===== config.mk =====
export PLATFORM = sky130hd
export DESIGN_NAME = tlight_multi
export DESIGN_NICKNAME = d
export VERILOG_FILES = /design/src/rtl/tlight_multi.sv
export SDC_FILE = /design/constraint.sdc
export NUM_CORES = 1
export LEC_CHECK = 0
export ABC_AREA = 1
export BUFFER_PORTS_ARGS = -buffer_cell sky130_fd_sc_hd__buf_4
export CAP_MARGIN = 20
export CORE_MARGIN = 2
export CORE_UTILIZATION = 54
export DETAILED_ROUTE_END_ITERATION = 8
export PLACE_DENSITY_LB_ADDON = 0.3
export SKIP_LAST_GASP = 1
export SYNTH_ARGS = -nofsm -noshare
export SYNTH_HDL_FRONTEND = slang
export SYNTH_SLANG_ARGS = --single-unit

===== constraint.sdc =====
create_clock -name clock -period 4 [get_ports clock]
set_input_delay 0.8 -clock clock [delete_from_list [all_inputs] [get_ports clock]]
set_output_delay 0.8 -clock clock [all_outputs]
set_load 0.05 [all_outputs]

===== src/rtl/tlight_multi.sv =====
// Round-robin traffic-light controller for N_APPROACH approaches with demand-actuated
// skipping, GO extension while nobody else waits, and a night-time yellow flash mode.
module tlight_multi #(
  parameter int N_APPROACH = 4,
  parameter int T_READY    = 4,
  parameter int T_GO       = 16,
  parameter int T_STOP     = 1,
  parameter int T_ALL_RED  = 2,
  parameter int T_FLASH    = 8,
  parameter bit DEMAND_EN  = 1'b1,
  parameter int CW         = 8,
  localparam int AW        = (N_APPROACH > 1) ? $clog2(N_APPROACH) : 1
) (
  input  logic                    clock,
  input  logic                    reset,
  input  logic                    night,
  input  logic [N_APPROACH-1:0]   demand,
  output logic [3*N_APPROACH-1:0] lights,
  output logic [AW-1:0]           active,
  output logic [2:0]              phase
);

  localparam int unsigned N_U = N_APPROACH;
  localparam logic [2:0] L_RED = 3'b100;
  localparam logic [2:0] L_YEL = 3'b010;
  localparam logic [2:0] L_GRN = 3'b001;
  localparam logic [2:0] L_OFF = 3'b000;

  typedef enum logic [2:0] {
    PH_RESET     = 3'd0,
    PH_READY     = 3'd1,
    PH_GO        = 3'd2,
    PH_STOP      = 3'd3,
    PH_ALL_RED   = 3'd4,
    PH_FLASH_ON  = 3'd5,
    PH_FLASH_OFF = 3'd6
  } phase_e;

  phase_e                  phase_q, phase_d;
  logic [AW-1:0]           active_q, active_d;
  logic [CW-1:0]           cnt_q, cnt_d;
  logic [N_APPROACH-1:0]   pending_q, pending_d;
  logic [3*N_APPROACH-1:0] lights_q, lights_d;

  logic [N_APPROACH-1:0]   pend_eff;
  logic [N_APPROACH-1:0]   act_mask;
  logic [N_APPROACH-1:0]   wait_vec;
  logic                    cnt_zero;
  logic [AW-1:0]           nxt_idx;
  logic                    found;
  int unsigned             idx;

  // Next approach to serve: first waiting index after the active one, wrapping.
  always_comb begin
    pend_eff           = DEMAND_EN ? (pending_q | demand) : '1;
    act_mask           = '0;
    act_mask[active_q] = 1'b1;
    wait_vec           = pend_eff & ~act_mask;
    cnt_zero           = (cnt_q == '0);
    nxt_idx            = (active_q == AW'(N_APPROACH - 1)) ? '0 : active_q + AW'(1);
    found              = 1'b0;
    idx                = 0;
    for (int unsigned k = 1; k < N_U; k++) begin
      idx = (32'(active_q) + k) % N_U;
      if (!found && wait_vec[idx]) begin
        found   = 1'b1;
        nxt_idx = AW'(idx);
      end
    end
  end

  // The counter holds at zero once a GO runs past T_GO, so the extension
  // decision is simply re-made every cycle until a waiter or night appears.
  always_comb begin
    phase_d   = phase_q;
    active_d  = active_q;
    cnt_d     = cnt_zero ? cnt_q : cnt_q - CW'(1);
    pending_d = DEMAND_EN ? (pending_q | demand) : '0;
    case (phase_q)
      PH_RESET: begin
        if (night) begin
          phase_d = PH_FLASH_ON;
          cnt_d   = CW'(T_FLASH - 1);
        end else begin
          phase_d  = PH_READY;
          active_d = '0;
          cnt_d    = CW'(T_READY - 1);
        end
      end
      PH_READY: begin
        if (cnt_zero) begin
          phase_d   = PH_GO;
          cnt_d     = CW'(T_GO - 1);
          pending_d = pending_d & ~act_mask;
        end
      end
      PH_GO: begin
        if (cnt_zero && ((|wait_vec) || night)) begin
          phase_d = PH_STOP;
          cnt_d   = CW'(T_STOP - 1);
        end
      end
      PH_STOP: begin
        if (cnt_zero) begin
          if (night) begin
            phase_d = PH_FLASH_ON;
            cnt_d   = CW'(T_FLASH - 1);
          end else begin
            phase_d  = PH_READY;
            active_d = nxt_idx;
            cnt_d    = CW'(T_READY - 1);
          end
        end
      end
      PH_FLASH_ON, PH_FLASH_OFF: begin
        if (cnt_zero) begin
          if (night) begin
            phase_d = (phase_q == PH_FLASH_ON) ? PH_FLASH_OFF : PH_FLASH_ON;
            cnt_d   = CW'(T_FLASH - 1);
          end else begin
            phase_d = PH_ALL_RED;
            cnt_d   = CW'(T_ALL_RED - 1);
          end
        end
      end
      PH_ALL_RED: begin
        if (cnt_zero) begin
          phase_d  = PH_READY;
          active_d = '0;
          cnt_d    = CW'(T_READY - 1);
        end
      end
      default: begin
        phase_d  = PH_RESET;
        active_d = '0;
        cnt_d    = '0;
      end
    endcase
  end

  // Lights are decoded from the next phase/active so the register lines up with phase_q.
  always_comb begin
    lights_d = '0;
    for (int unsigned i = 0; i < N_U; i++) begin
      case (phase_d)
        PH_READY, PH_STOP: lights_d[3*i +: 3] = (AW'(i) == active_d) ? L_YEL : L_RED;
        PH_GO:             lights_d[3*i +: 3] = (AW'(i) == active_d) ? L_GRN : L_RED;
        PH_FLASH_ON:       lights_d[3*i +: 3] = L_YEL;
        PH_FLASH_OFF:      lights_d[3*i +: 3] = L_OFF;
        default:           lights_d[3*i +: 3] = L_RED;
      endcase
    end
  end

  always_ff @(posedge clock or negedge reset) begin
    if (!reset) begin
      phase_q   <= PH_RESET;
      active_q  <= '0;
      cnt_q     <= '0;
      pending_q <= '0;
      lights_q  <= {N_APPROACH{L_RED}};
    end else begin
      phase_q   <= phase_d;
      active_q  <= active_d;
      cnt_q     <= cnt_d;
      pending_q <= pending_d;
      lights_q  <= lights_d;
    end
  end

  assign lights = lights_q;
  assign active = active_q;
  assign phase  = phase_q;

endmodule


* Word level (Yosys, flattened, before mapping)
Cells that the tools add are included.
** Storage, ports and cells
- Input bits :: 7
- Flip-flop bits (word level) :: 29
** Operators by class
- Eq/ne operators :: 15
- $add $sub $neg :: 5
- Reductions and logical operators :: 14
- Muxes and demuxes :: 51
- Bitwise logic cells :: 3
- Magnitude comparators :: 5
** Operators with widths (number)
- 3-bit two-way mux :: 16
- 8-bit two-way mux :: 6
- 3-bit case mux with 4 select lines :: 4
- 8-bit case mux with 6 select lines :: 1
- 2-bit two-way mux :: 10
- 3-bit case mux with 6 select lines :: 1
- 3-bit == test (second input constant) :: 5
- 3-bit by 2-bit == test with 1-bit output (second input constant) :: 4
- 2-bit by 3-bit less-than comparator with 1-bit output (second input constant) :: 4
- 8-bit zero test :: 1
- 4-bit two-way mux :: 2
- 2-bit case mux with 4 select lines :: 1
- 4-bit OR reduction :: 2
- 8-bit by 1-bit subtractor with 8-bit output (second input constant) :: 1
- 1-bit binary-select mux with 2-bit select :: 3
- 3-bit by 1-bit == test with 1-bit output (second input constant) :: 2
- 1-bit two-way mux :: 6
- 2-bit by 1-bit adder with 2-bit output (second input constant) :: 2
- 2-bit adder (second input constant) :: 2
- 4-bit AND :: 1
- 2-bit == test (first input constant) :: 2
- 1-bit logical AND :: 4
- 4-bit inverter :: 1
- 4-bit OR :: 1
- other kinds (9) :: 11

* Longest topological paths before layout
- Depth after elaboration :: 21
- Mapped depth :: 18
- Gate-level depth less buffers :: 17

* Worst setup path before layout
No wires, ideal clock.
- Path kind :: reg2reg
- Start :: register active_q[0] (netlist: active[0])
- End :: register lights_q[2] (netlist: lights[2])
- Arrival time :: 2.158 ns
- Data required time :: 3.922 ns
- Setup slack :: 1.764 ns
- Stages on the path, launching flop included :: 18
- Clock period less this slack :: 2.236 ns
- Library setup time :: 0.078 ns
- Buffers on the path :: 1
- Cells stage by stage :: dfrtp_1 clkbuf_2 inv_2 ha_1 inv_1 nand3_1 nand3_1 nand2_1 nand2_1 nand3_1 nand2_1 inv_1 nand2_2 nand2_4 inv_2 nand4_2 nand2_1 nand2_1
** Between the ends
- Cells in the longest elaborated chain, start to end :: 21
- Elaborated cells on any way between the ends :: 48
- Classes of those cells :: 4 x add/sub; 2 x order compare; 6 x eq/ne; 24 x mux; 2 x bitwise; 10 x reduce/logical
** Ends and longest elaborated chain
- start, declared :: RTL line 40 : logic [AW-1:0] active_q, active_d;
- start signal, assigned :: RTL line 164 : active_q <= active_d;
- 2-bit by 3-bit less-than comparator with 1-bit output (implied by the code) / 2-bit by 1-bit >= comparator with 1-bit output (equally long branches) :: RTL line 57 : act_mask[active_q] = 1'b1;
- 1-bit logical AND (implied by the code) :: RTL line 57
- 1-bit two-way mux (implied by the code) :: RTL line 57
- 1-bit demux with 2-bit select :: RTL line 57
- 4-bit inverter :: RTL line 58 : wait_vec = pend_eff & ~act_mask;
- 4-bit AND :: RTL line 58
- 1-bit binary-select mux with 2-bit select :: RTL line 65 : if (!found && wait_vec[idx]) begin
- 1-bit two-way mux (implied by the code) :: RTL line 65
- [... 7 more ...]
- 2-bit two-way mux :: RTL line 105 : if (night) begin
- 2-bit two-way mux :: RTL line 104 : if (cnt_zero) begin
- 2-bit case mux with 4 select lines (*) :: RTL line 79 : case (phase_q)
- named net active_d[0] :: RTL line 40
- 2-bit zero test (*) :: RTL line 146, 147
- 3-bit two-way mux (on tied branches) :: RTL line 147, 146
- 3-bit case mux with 4 select lines (*) :: RTL line 145 : case (phase_d)
- named net lights_d[2] :: RTL line 43 : logic [3*N_APPROACH-1:0] lights_q, lights_d;
- end signal, assigned :: RTL line 161 : lights_q <= {N_APPROACH{L_RED}};
- end signal, assigned :: RTL line 167 : lights_q <= lights_d;
- end, declared :: RTL line 43
The timed path passes the listed nets; every way through them passes the cells marked *. The select of a mux whose other input is x is not followed.

* Worst setup path in the final report
- Start :: register cnt_q[0]
- End :: register lights_q[2] (netlist: lights[2])
** Between the ends
- Cells in the longest elaborated chain, start to end :: 7
- Elaborated cells on any way between the ends :: 21
- Classes of those cells :: 5 x eq/ne; 12 x mux; 4 x reduce/logical
** Ends and longest elaborated chain
- start, declared :: RTL line 41 : logic [CW-1:0] cnt_q, cnt_d;
- start signal, assigned :: RTL line 165 : cnt_q <= cnt_d;
- 8-bit zero test (*) :: RTL line 59 : cnt_zero = (cnt_q == '0);
- 1-bit logical AND :: RTL line 98 : if (cnt_zero && ((|wait_vec) || night)) begin
- 3-bit two-way mux :: RTL line 98
- 3-bit case mux with 6 select lines :: RTL line 79
- 3-bit by 1-bit == test with 1-bit output / 3-bit by 2-bit == test with 1-bit output (equally long branches) :: RTL line 145
- 2-bit OR reduction :: RTL line 145
- 3-bit case mux with 4 select lines (*) :: RTL line 145
- named net lights_d[2] :: RTL line 43
The timed path passes the listed nets; every way through them passes the cells marked *.

==> metrics.txt <==
Setup violations, final 0; die area 3940 sq um; diode count 0; Lkg Pwr 1.14 nW; antenna violations before repair 0; Mapped Cells 246; post-CTS setup repair buffer count 0; run status finished, final reports clean; Avg Cell Area, Syn 7.59 sq um; first-pass GRT wire length 6.89 mm; Clk pwr share 0.170; synth cell count leaders 56 x nand2_1, 37 x inv_1, 30 x nor2_1; vias 1,630; layout cell share with drive strength beyond 1 0.245; Reg area 731 sq um; PwrDens 817 nW/um^2; final setup TNS 0 ns; Fill cells 290; die width 62.8 um; DR iter-0 viols 70; Worst Setup Start Kind register; Buffers on Ports 23; CP arrival roughly 2.6 ns; CTS Sinks 29; clk buf depth 2; I/O Pins 24; Synth async-reset ratio 1.00; CTS resizes 0; Combinational Power Share 0.556; critical path class register to register; Pint 915 uW; TritonCTS Buffers 5; #FFs+latches synth 29; core area around 3300 sq um; Post-Syn Area 1870 sq um; Net Count, Synth 259; max_slew headroom 0.746; Primary FF master, synth dfrtp_1; gpl congestion 0.920; RSZ-0062 raised after global routing no; largest area contributor in the netlist dfrtp_1; GRT overflow 0; max-slew violations 0; maximum vdd ir drop 0.359 mV; vias in the first global route 1,539; Crit path required time roughly 4.3 ns; Post-DRT Antenna Nets 0; max cap viols 0; CP dominant cell by count nand2_1; P&R area growth vs syn 16.7%; fin worst setup slack 1.69 ns; final WL 3.76 mm; Die Ht 62.8 um; CTS tree built; Worst Hold Class input port to async pin; Final Skew 0.0162 ns; worst-path maximum fanout 12; CP max stage delay 0.39 ns; slowest CP cell dfrtp_1; Initial Util 0.559; nature of the critical path endpoint register; sequential-to-total area share from yosys stat 0.391; Multi-input gate area between 900 and 1000 sq um; clk root buf clkbuf_4; DRC Markers 0; worst-skew pair later-pin latency 0.34 ns; largest net degree at the start of global routing 30; P_sw slightly below 900 uW; Seq pwr share 0.274; Hold Buf Count CTS 0; synth top area cells dfrtp_1 34%, nand2_1 11%, inv_1 7.4%, nor2_1 6.0%, dfstp_2 5.6%; post-DP HPWL 2.87 mm; DR WL/cell 11.7 um; Placement Setup Slack 1.74 ns; Syn. warnings 0; nets@finish about 290; Final Cycle Share 0.577; routed vias/inst 5.09; Tmin final 2.31 ns; maximum clock rate 433 MHz; Sw Ratio 0.486; EDFF count, synth 0; endpoints failing hold 0; most common cell in the netlist nand2_1; H-tree Lvls 2; crit-path cells inv_1, ha_1, nand2_2, nor2_4, nand3_2, nand2_1, nor2_1, nor2_1, inv_1, nor3_4, nand3_2, nand2_2, nand2_1, nand2_1; dpl cells 312; Yosys cell types 35; worst-margin pin slew 0.381 ns; Worst-path clk slew ~0.11 ns; Tot GR Track Use 0.225; TritonRoute pass-1 iters 6; post-route insts no fill 320; Cell Rows 21; post-synth top area share 0.335
critical path, delay by kind of cell (launching register included):
kind / cells / cell delay, ns
AND/OR/NAND/NOR: 11 / 1.48
buffers and inverters: 2 / 0.16
adder cells (fa/ha/maj): 1 / 0.20
flip-flops: 1 / 0.39
sequential cells by signal, indices dropped and copies added (netlist names):
name       count
lights        12
cnt_q          8
pending_q      4
phase          3
active         2
power by group through the flow:
stage	sequential (mW)	combinational, mW	clock [mW]
after floorplan	0.663	0.596	0
after detailed placement	0.494	0.988	0
final	0.487	0.990	0.303
after global placement	0.491	0.968	0
after global routing	0.499	1.10	0.320
after CTS	0.488	0.994	0.308
worst paths after layout:
kind,start,endpoint,slack [ns],cells after the start
setup / recovery,cnt_q[0],lights[2],1.69,14
hold / removal,reset,pending_q[0],0.35,1
min in group clock,pending_q[2],pending_q[2],0.54,2
setup reg to reg,cnt_q[0],lights[2],1.69,14
hold reg to reg,pending_q[2],pending_q[2],0.54,2
max in group asynchronous,reset,lights[11],3.31,1
per-stage QoR:
step / total power [mW] / instance area, sq um / utilization / hold slack [ns]
final: 1.78 / 2180 / 0.653 / 0.354
after global routing: 1.92 / 2180 / 0.653 / 0.390
after CTS: 1.79 / 2180 / 0.653 / 0.368
after detailed placement: 1.48 / 2080 / 0.622 / 0.527
after global placement: 1.46 / 2080 / 0.622 / 0.514
after floorplan: 1.26 / 1870 / - / 0.497
cell type report:
| cell class | instances | area share |
|---|---|---|
| Tap cell | 46 | 0.0264 |
| Sequential cell | 29 | 0.335 |
| Timing Repair Buffer | 23 | 0.0793 |
| Clock inverter | 3 | 0.0299 |
| Clock buffer | 5 | 0.0172 |
| Inverter | 42 | 0.0724 |
| Multi-Input combinational cell | 172 | 0.439 |
layer usage:
layer,track usage,share of wire,up-vias,wire [um]
met2,0.349,0.47,39,1780
met1,0.296,0.45,747,1710
met4,0.114,0.029,0,109
met5,0,0,-,0
met3,0.0486,0.042,14,157
li1,-,-,830,-
cell families (layout without fill, tap and decap cells):
group,after synthesis,after routing,share of synthesized area
xor+xnor,6,6,0.0281
simple gates,136,136,0.361
buf+inv,45,73,0.0958
flops,29,29,0.391
fa+ha+maj,6,6,0.0402
compound gates,24,24,0.0831
placed cells by master (no fill, tap or decap), types with 2 or more instances in the layout:
master     netlist  routed
a21oi_1          7       7
buf_4            0      23
bufinv_16        0       2
clkbuf_4         0       5
dfrtp_1         25      25
dfstp_2          4       4
ha_1             6       6
inv_1           37      37
inv_2            4       4
nand2_1         56      56
nand2_2         10      10
nand3_1         21      21
nand3_2          6       6
nor2_1          30      30
nor2_2           3       3
nor2_4           2       2
nor3_1           2       2
o21ai_0          7       7
o21ai_1          3       3
xnor2_1          2       2
xor2_1           4       4
No activity file was read; power rests on OpenSTA's default activity.
